## src/rtl/weather_pkg.sv

```systemverilog
// Shared types and constants for the weather-station sensor readers.
package weather_pkg;

  typedef enum logic [2:0] {N, NE, E, SE, S, SW, W, NW} compass_t;

  typedef enum logic [2:0] {IDLE, SETUP, SHIFT_LO, SHIFT_HI, HOLD, DONE} vane_state_t;

  localparam int ADC_BITS        = 10;
  localparam int NULL_EDGE       = 3;
  localparam int DATA_FIRST_EDGE = 4;

  // Eight equal sectors: the top three bits of the conversion.
  function automatic compass_t raw_to_dir(input logic [ADC_BITS-1:0] raw);
    return compass_t'(raw[ADC_BITS-1 -: 3]);
  endfunction

endpackage

```

## src/rtl/vane_spi_timer.sv

```systemverilog
// Half-period counter and SPICLK rising-edge counter for the vane ADC reader.
module vane_spi_timer #(
  parameter int CLK_HALF   = 4,
  parameter int FRAME_BITS = 16,
  parameter int EW         = $clog2(FRAME_BITS + 1)
) (
  input  logic          Clock,
  input  logic          Reset,
  input  logic          active,
  input  logic          rise,
  output logic          phase_done,
  output logic [EW-1:0] edge_num,
  output logic          last_edge
);

  localparam int HW = (CLK_HALF > 1) ? $clog2(CLK_HALF) : 1;

  logic [HW-1:0] hcnt;
  logic [EW-1:0] edge_cnt;

  // Every active phase is exactly CLK_HALF long, so the counter simply wraps.
  assign phase_done = active && (hcnt == HW'(CLK_HALF - 1));
  assign edge_num   = edge_cnt + EW'(1);
  assign last_edge  = (edge_cnt == EW'(FRAME_BITS));

  always_ff @(posedge Clock) begin
    if (Reset || !active) begin
      hcnt     <= '0;
      edge_cnt <= '0;
    end else begin
      hcnt <= phase_done ? '0 : hcnt + HW'(1);
      if (rise) edge_cnt <= edge_cnt + EW'(1);
    end
  end

endmodule

```

## src/rtl/vane_adc_reader.sv

```systemverilog
// SPI master for the 10-bit wind-vane ADC: one frame per start, result decoded to 8 sectors.
// Optional VANE_DEBOUNCE_EN: direction only changes after two matching good frames.
module vane_adc_reader
  import weather_pkg::*;
#(
  parameter int CLK_HALF   = 4,
  parameter int FRAME_BITS = 16
) (
  input  logic       Clock,
  input  logic       Reset,
  input  logic       start,
  input  logic       MISO,
  output logic       SPICLK,
  output logic       nVaneCS,
  output logic       busy,
  output logic [9:0] vane_raw,
  output logic [2:0] vane_dir,
  output logic       vane_valid,
  output logic       vane_err
);

  localparam int EW = $clog2(FRAME_BITS + 1);

  vane_state_t           state, state_nxt;
  logic                  phase_done, last_edge, rise, active;
  logic [EW-1:0]         edge_num;
  logic [ADC_BITS-1:0]   shreg;
  logic                  null_bit;
  compass_t              dir_q;
  logic                  frame_end;

  vane_spi_timer #(.CLK_HALF(CLK_HALF), .FRAME_BITS(FRAME_BITS), .EW(EW)) u_timer (
    .Clock      (Clock),
    .Reset      (Reset),
    .active     (active),
    .rise       (rise),
    .phase_done (phase_done),
    .edge_num   (edge_num),
    .last_edge  (last_edge)
  );

  always_ff @(posedge Clock) begin
    if (Reset) state <= IDLE;
    else       state <= state_nxt;
  end

  always_comb begin
    state_nxt  = state;
    SPICLK     = 1'b1;
    nVaneCS    = 1'b0;
    busy       = 1'b1;
    vane_valid = 1'b0;
    active     = 1'b1;
    rise       = 1'b0;
    case (state)
      IDLE: begin
        nVaneCS = 1'b1;
        busy    = 1'b0;
        active  = 1'b0;
        if (start) state_nxt = SETUP;
      end
      SETUP:    if (phase_done) state_nxt = SHIFT_LO;
      SHIFT_LO: begin
        SPICLK = 1'b0;
        if (phase_done) begin
          rise      = 1'b1;
          state_nxt = SHIFT_HI;
        end
      end
      SHIFT_HI: if (phase_done) state_nxt = last_edge ? HOLD : SHIFT_LO;
      HOLD:     if (phase_done) state_nxt = DONE;
      DONE: begin
        nVaneCS    = 1'b1;
        vane_valid = 1'b1;
        active     = 1'b0;
        state_nxt  = IDLE;
      end
      default: begin
        active    = 1'b0;
        state_nxt = IDLE;
      end
    endcase
  end

  // Results are committed entering DONE so they are visible alongside vane_valid.
  assign frame_end = (state == HOLD) && phase_done;
  assign vane_dir  = dir_q;

`ifdef VANE_DEBOUNCE_EN
  compass_t cand;
  logic     cand_vld;
`endif

  always_ff @(posedge Clock) begin
    if (Reset) begin
      shreg    <= '0;
      null_bit <= 1'b0;
      vane_raw <= '0;
      dir_q    <= N;
      vane_err <= 1'b0;
`ifdef VANE_DEBOUNCE_EN
      cand     <= N;
      cand_vld <= 1'b0;
`endif
    end else begin
      if (rise) begin
        if (edge_num == EW'(NULL_EDGE)) null_bit <= MISO;
        if (edge_num >= EW'(DATA_FIRST_EDGE) && edge_num < EW'(DATA_FIRST_EDGE + ADC_BITS))
          shreg <= {shreg[ADC_BITS-2:0], MISO};
      end
      if (frame_end) begin
        vane_err <= null_bit;
        if (!null_bit) begin
          vane_raw <= shreg;
`ifdef VANE_DEBOUNCE_EN
          if (cand_vld && raw_to_dir(shreg) == cand) dir_q <= cand;
          cand     <= raw_to_dir(shreg);
          cand_vld <= 1'b1;
`else
          dir_q    <= raw_to_dir(shreg);
`endif
        end
`ifdef VANE_DEBOUNCE_EN
        else begin
          cand     <= N;
          cand_vld <= 1'b0;
        end
`endif
      end
    end
  end

endmodule
```

## config.mk

```make
export PLATFORM = sky130hd
export DESIGN_NAME = vane_adc_reader
export DESIGN_NICKNAME = d
export VERILOG_FILES = /design/src/rtl/weather_pkg.sv /design/src/rtl/vane_spi_timer.sv /design/src/rtl/vane_adc_reader.sv
export SDC_FILE = /design/constraint.sdc
export NUM_CORES = 1
export LEC_CHECK = 0
export ABC_CLOCK_PERIOD_IN_PS = 2160
export CORE_MARGIN = 8
export CORE_UTILIZATION = 45
export CTS_CLUSTER_DIAMETER = 120
export CTS_CLUSTER_SIZE = 16
export DETAILED_ROUTE_END_ITERATION = 16
export GPL_TIMING_DRIVEN = 0
export HOLD_SLACK_MARGIN = 0.06
export PLACE_DENSITY = 0.65
export SLEW_MARGIN = 20
export SYNTH_ARGS = -nofsm -noshare
export SYNTH_HDL_FRONTEND = slang
export SYNTH_SLANG_ARGS = --single-unit
export TNS_END_PERCENT = 5
```

## constraint.sdc

```tcl
create_clock -name Clock -period 2.16 [get_ports Clock]
set_input_delay 0.432 -clock Clock [delete_from_list [all_inputs] [get_ports Clock]]
set_output_delay 0.432 -clock Clock [all_outputs]
set_load 0.05 [all_outputs]
```

==> results of run 1 <==
==> layout make-up <==
type / instances / area [um2]
fillers: 299 / 1430
multi-input cells: 110 / 771
flip-flops and latches: 32 / 643
repair buffers: 21 / 209
plain buffers: 15 / 95.1
well taps: 46 / 57.6
clock buffers: 6 / 41.3
clock inverters: 2 / 35.0
inverters: 2 / 7.51
==> sequential cells by signal, indices dropped and copies added, names as in the netlist <==
name and cells:
shreg 10, u_timer.hcnt 2, vane_err 1, null_bit 1, state 3, vane_raw 10
u_timer.edge_cnt 5
==> synth_stat cells <==
| library cell | n | area, um2 |
|---|---|---|
| a21o_1 | 1 | 7.51 |
| xnor2_1 | 1 | 8.76 |
| a21boi_2 | 1 | 11.3 |
| and3_2 | 1 | 7.51 |
| inv_1 | 2 | 7.51 |
| dfxtp_1 | 32 | 641 |
| o211ai_1 | 2 | 15.0 |
| ha_1 | 4 | 50.1 |
| and3b_1 | 2 | 17.5 |
| xor2_1 | 4 | 35.0 |
| nand2b_1 | 12 | 75.1 |
| buf_6 | 2 | 22.5 |
| nand3_1 | 4 | 20.0 |
| clkbuf_1 | 4 | 15.0 |
| buf_4 | 5 | 37.5 |
| nor3b_1 | 1 | 7.51 |
| nand2_1 | 5 | 18.8 |
| mux2i_1 | 25 | 250 |
| nor3_1 | 2 | 10.0 |
| a31o_2 | 1 | 8.76 |
| and4b_1 | 1 | 10.0 |
| nor2_1 | 23 | 86.3 |
| nor4bb_1 | 1 | 10.0 |
| or3b_2 | 1 | 8.76 |
| nor2b_1 | 1 | 6.26 |
| buf_2 | 4 | 20.0 |
| and4bb_1 | 1 | 12.5 |
| or2_2 | 1 | 6.26 |
| o21ai_0 | 2 | 10.0 |
| nor4_1 | 2 | 12.5 |
| nand3b_1 | 2 | 15.0 |
| or3_1 | 1 | 6.26 |
| nand4_1 | 3 | 18.8 |
| a21oi_1 | 5 | 25.0 |
==> stage by stage <==
step	power (mW)	instance area (um2)	std cells	util
5_1_grt	1.12	1860	234	0.566
6_report	1.08	1860	234	0.566
4_1_cts	1.10	1860	234	0.566
3_5_place_dp	0.659	1780	226	0.542
2_1_floorplan	0.640	1510	159	-
3_3_place_gp	0.657	1780	226	0.542
==> where the power goes <==
group / internal (mW) / total (mW) / switching [mW]
registers: 0.592 / 0.593 / 0.00105
logic: 0.0187 / 0.0492 / 0.0304
clock network: 0.243 / 0.434 / 0.191
total: 0.854 / 1.08 / 0.223
==> critical path, stage by stage (launching register included) <==
cell	delay, ns
dfxtp_1	0.37
clkbuf_1	0.35
xor2_1	0.12
nor2_1	0.10
clkdlybuf4s15_2	0.38
==> cell families after synthesis <==
kind of cell	count (synthesis)
simple gates	64
buf+inv	17
flops	32
compound gates	12
fa+ha+maj	4
mux	25
xor+xnor	5
==> placed cells by master, fill, tap and decap left out, types with 2 or more instances in the layout <==
cell type,instances
dfxtp_1,30
mux2i_1,25
nor2_1,23
clkdlybuf4s50_1,17
nand2b_1,12
clkbuf_1,5
buf_4,5
nand2_1,5
a21oi_1,5
clkbuf_4,5
xor2_1,4
buf_2,4
nand3_1,4
ha_1,4
nand4_1,3
clkdlybuf4s15_2,3
inv_1,2
and3b_1,2
buf_6,2
o211ai_1,2
nand3b_1,2
o21ai_0,2
nor4_1,2
nor3_1,2
dfxtp_2,2
==> metal layers <==
| layer | vias up | part of all wire | track usage |
|---|---|---|---|
| met3 | 2 | 0.066 | 0.0364 |
| met5 | - | 0 | 0 |
| met2 | 26 | 0.49 | 0.197 |
| li1 | 596 | - | - |
| met4 | 0 | 0.0068 | 0.0532 |
| met1 | 538 | 0.44 | 0.131 |
==> final timing paths <==
path                    from               to  cells past startpoint
max                 state[2]          nVaneCS                      4
min          u_timer.hcnt[0]  u_timer.hcnt[0]                      1
max reg2reg  u_timer.hcnt[0]         shreg[7]                      8
min reg2reg  u_timer.hcnt[0]  u_timer.hcnt[0]                      1
==> metrics.cfg, run 1 <==
[run_status]
status=completed

[final_layout]
drive_above_1_share=0.154
num_antenna_cells=0
nets=195
syn_to_final_growth_pct=22.8

[sta]
tightest_slew_ns=0.545
relSlewSlack=0.636
skew_ns=0.00893
fmax_ghz=0.485
maxSlewViolCount=0
setup_viol=0
rsz0062_at_grt=true
hold_viol=0
fin_crit_sh=0.955
hold_ws_ns=0.435
tns_ns=0
layout_setup_ws_ns=0.0983
period_minus_slack_ns=2.06

[clock_tree]
clock_latency_ns=0.32
ctsResizeCount=10
clk_pin_slew_ns=0.09
clock_path_buffers=2
cts_max_level=2
numCtsBuffers=5
root_buffer=clkbuf_4
tritoncts=built
clock_sinks=32
cts_hold_buffers=0
post_cts_buffers=0

[global_routing]
gr-total-overflow=0
grt_pass1_vias=1148
track_usage=0.117
antenna_found_initial=0
grt_start_max_net_pins=11
grt_pass1_wl_um=4950

[die]
die_w_um=74
ios=22
die_area_mm2=0.00548
start_util=0.461
die_h_um=74
row_count=21
core_area_mm2=0.00328

[detailed_routing]
ant_nets=0
drc=0
dr.pass1.iters=4
vias_per_cell=4.97
dr_total_vias=1162
drt-wirelength-per-cell_um=12.6
drt_iter0_markers=66
totalWireLength_um=2940

[placed_design]
pre_cts_ws_ns=0.0184
dp_hpwl_um=2160
io_buffer_count=21
gp_congestion=0.758

[logic_synthesis]
ys_types=34
yosysSeqAreaShare=0.423
synthAdderAreaFrac=0.0331
post_synth_xor_area_fraction=0.0289
synthCells=159
synth_nets=167
synth_top_family_by_area=simple AND/OR/NAND/NOR gates
synth-simple-area-share=0.231
syn-cell-area_mm2=0.00151
synth_area_per_cell_um2=9.52
synthMuxAreaShare=0.165
synth-compound-area-share=0.0512
synth-seq-cells=32
yosysWarnings=0

[critical_path]
worstPathRequired_ns=1.73
crit_fanout=10
cp.arrival_ns=1.63
endpoint_kind=primary output
rrSetupSlack_ns=0.12
startpoint_type=flop
crit_type=reg2out

[pwr]
peakVddDrop_mv=0.342
p_per_area_mw_per_mm2=579
power.leakage_nw=0.682

[hold_path]
hp-class=reg2reg

[run]
drv_cap=0

Note: power is estimated with default switching activity, not from simulation.
==> run 2: changes to the inputs <==
- SETUP_SLACK_MARGIN: not set -> 0.3
==> metrics.cfg, run 2 (synthesized netlist as in run 1, its figures left out) <==
[sta]
fin_crit_sh=0.936  ; -0.0181
setup_viol=0  ; unchanged
relSlewSlack=0.662  ; +0.0268
hold_viol=0  ; unchanged
period_minus_slack_ns=2.02  ; -0.0392 ns
rsz0062_at_grt=true
fmax_ghz=0.494  ; +1.9%
maxSlewViolCount=0  ; unchanged
tightest_slew_ns=0.506  ; -0.0393 ns
skew_ns=0.00330  ; -0.00563 ns
hold_ws_ns=0.436  ; +0.000940 ns
layout_setup_ws_ns=0.137  ; +0.0392 ns
tns_ns=0  ; unchanged

[placed_design]
gp_congestion=0.759  ; +0.22%
io_buffer_count=21  ; unchanged
dp_hpwl_um=2030  ; -6.2%
pre_cts_ws_ns=0.0162  ; -0.00220 ns

[critical_path]
r2r_end=shreg[8]
worstPathBufferInverterCount=2  ; unchanged
endpoint_kind=primary output
max_stage_delay_ns=0.79  ; +0.41 ns
r2r_cells=7  ; -1
reg2reg_from=u_timer.edge_cnt[1]
crit_type=reg2out
rrSetupSlack_ns=0.19  ; +0.07 ns
worstPathRequired_ns=1.73  ; about the same
slowest_stage=clkdlybuf4s50_1
crit_fanout=3  ; -7
crit_family=buffers and inverters
startpoint_type=flop
cp.arrival_ns=1.59  ; -0.04 ns
crit_chain=buf_4 -> clkdlybuf4s50_1

[detailed_routing]
dr.pass1.iters=4  ; unchanged
totalWireLength_um=2830  ; -3.8%
ant_nets=0  ; unchanged
drt_iter0_markers=66  ; unchanged
dr_total_vias=1142  ; -1.7%
vias_per_cell=4.84  ; -2.6%
drt-wirelength-per-cell_um=12.0  ; -4.6%
drc=0  ; unchanged

[die]
die_h_um=74  ; unchanged
core_area_mm2=0.00328  ; unchanged
die_area_mm2=0.00548  ; unchanged
ios=22  ; unchanged
start_util=0.461  ; unchanged
row_count=21  ; unchanged
die_w_um=74  ; unchanged

[pwr]
p_per_area_mw_per_mm2=571  ; -1.3%
peakVddDrop_mv=0.362  ; +6.0%
power.leakage_nw=0.721  ; +5.7%

[clock_tree]
tritoncts=built
cts_max_level=2  ; unchanged
root_buffer=clkbuf_4
clk_pin_slew_ns=0.09  ; about the same
clock_sinks=32  ; unchanged
clock_path_buffers=2  ; unchanged
numCtsBuffers=5  ; unchanged
clock_latency_ns=0.33  ; about the same

[global_routing]
track_usage=0.114  ; -0.00304
gr-total-overflow=0  ; unchanged
grt_pass1_wl_um=4730  ; -4.3%
antenna_found_initial=0  ; unchanged
grt_start_max_net_pins=11  ; unchanged
grt_pass1_vias=1032  ; -10%

[final_layout]
layout_commonest_cell=dfxtp_1
drive_above_1_share=0.174  ; +0.0194
reg_top3=shreg x10, vane_raw x10, u_timer.edge_cnt x5
num_antenna_cells=0  ; unchanged
syn_to_final_growth_pct=24.5
layout.cells.most_common_list=dfxtp_1 (30), mux2i_1 (25), nor2_1 (23)
nets=197  ; +1.0%

[run_status]
status=completed

[hold_path]
hp-class=reg2reg
min_to=u_timer.hcnt[0]
holdPathStages=1  ; unchanged
min_from=u_timer.hcnt[0]

[run]
drv_cap=0  ; unchanged

## run 2: cell count changes in the layout (fill, tap and decap cells not counted), sizes merged
cell | before | now
clkbuf | 11 | 10
dlymetal6s2s | 0 | 1
clkdlybuf4s50 | 17 | 15
buf | 11 | 14
dlygate4sd2 | 0 | 1
## run 2: how the worst max path moves through the flow
stage	start	to	slack [ns]	cells after the start
6_report	vane_raw[7]	vane_raw[7]	0.14	2
2_1_floorplan	u_timer.edge_cnt[1]	shreg[0]	0.32	7
5_1_grt	vane_raw[7]	vane_raw[7]	0.05	2
3_5_place_dp	Reset	vane_raw[5]	0.02	4
3_3_place_gp	state[2]	nVaneCS	0.05	4
4_1_cts	vane_raw[8]	vane_raw[8]	0.11	2
## run 2: stage by stage
stage,instance area (um2),utilization,power [mW],std cells
after floorplan,1520,-,0.638,159
after global placement,1790,0.544,0.656,226
after detailed placement,1790,0.544,0.657,226
after CTS,1870,0.571,1.09,234
after global routing,1890,0.574,1.13,236
final,1890,0.574,1.08,236
## run 2: report_power, final
| group | switching, mW | total [mW] | internal [mW] |
|---|---|---|---|
| Sequential | 0.00105 | 0.592 | 0.591 |
| Combinational | 0.0299 | 0.0488 | 0.0188 |
| Clock | 0.194 | 0.437 | 0.242 |
## run 2: cell type report
cell class                 count  area (um2)
buffer                        15        96.3
clock buffer                   6        41.3
clock inverter                 2        35.0
fill                         302        1400
inverter                       2        7.51
multi-input combinational    110         777
sequential                    32         646
tap                           46        57.6
timing repair buffer          23         225
## run 2: per-layer routing
metal / global-route usage / routed length [um] / vias up
met5: 0 / 0 / -
met4: 0.0665 / 59 / 0
met3: 0.0445 / 191 / 7
met2: 0.164 / 1270 / 22
met1: 0.140 / 1310 / 514
li1: - / - / 599
## run 2: timing repair
| action | 4_1_cts | 5_1_grt |
|---|---|---|
| endpoints found under the setup margin | 28 | 37 |
| hold buffers | 0 | 0 |
| resized for setup | 15 | 3 |
| setup buffers | 0 | 2 |
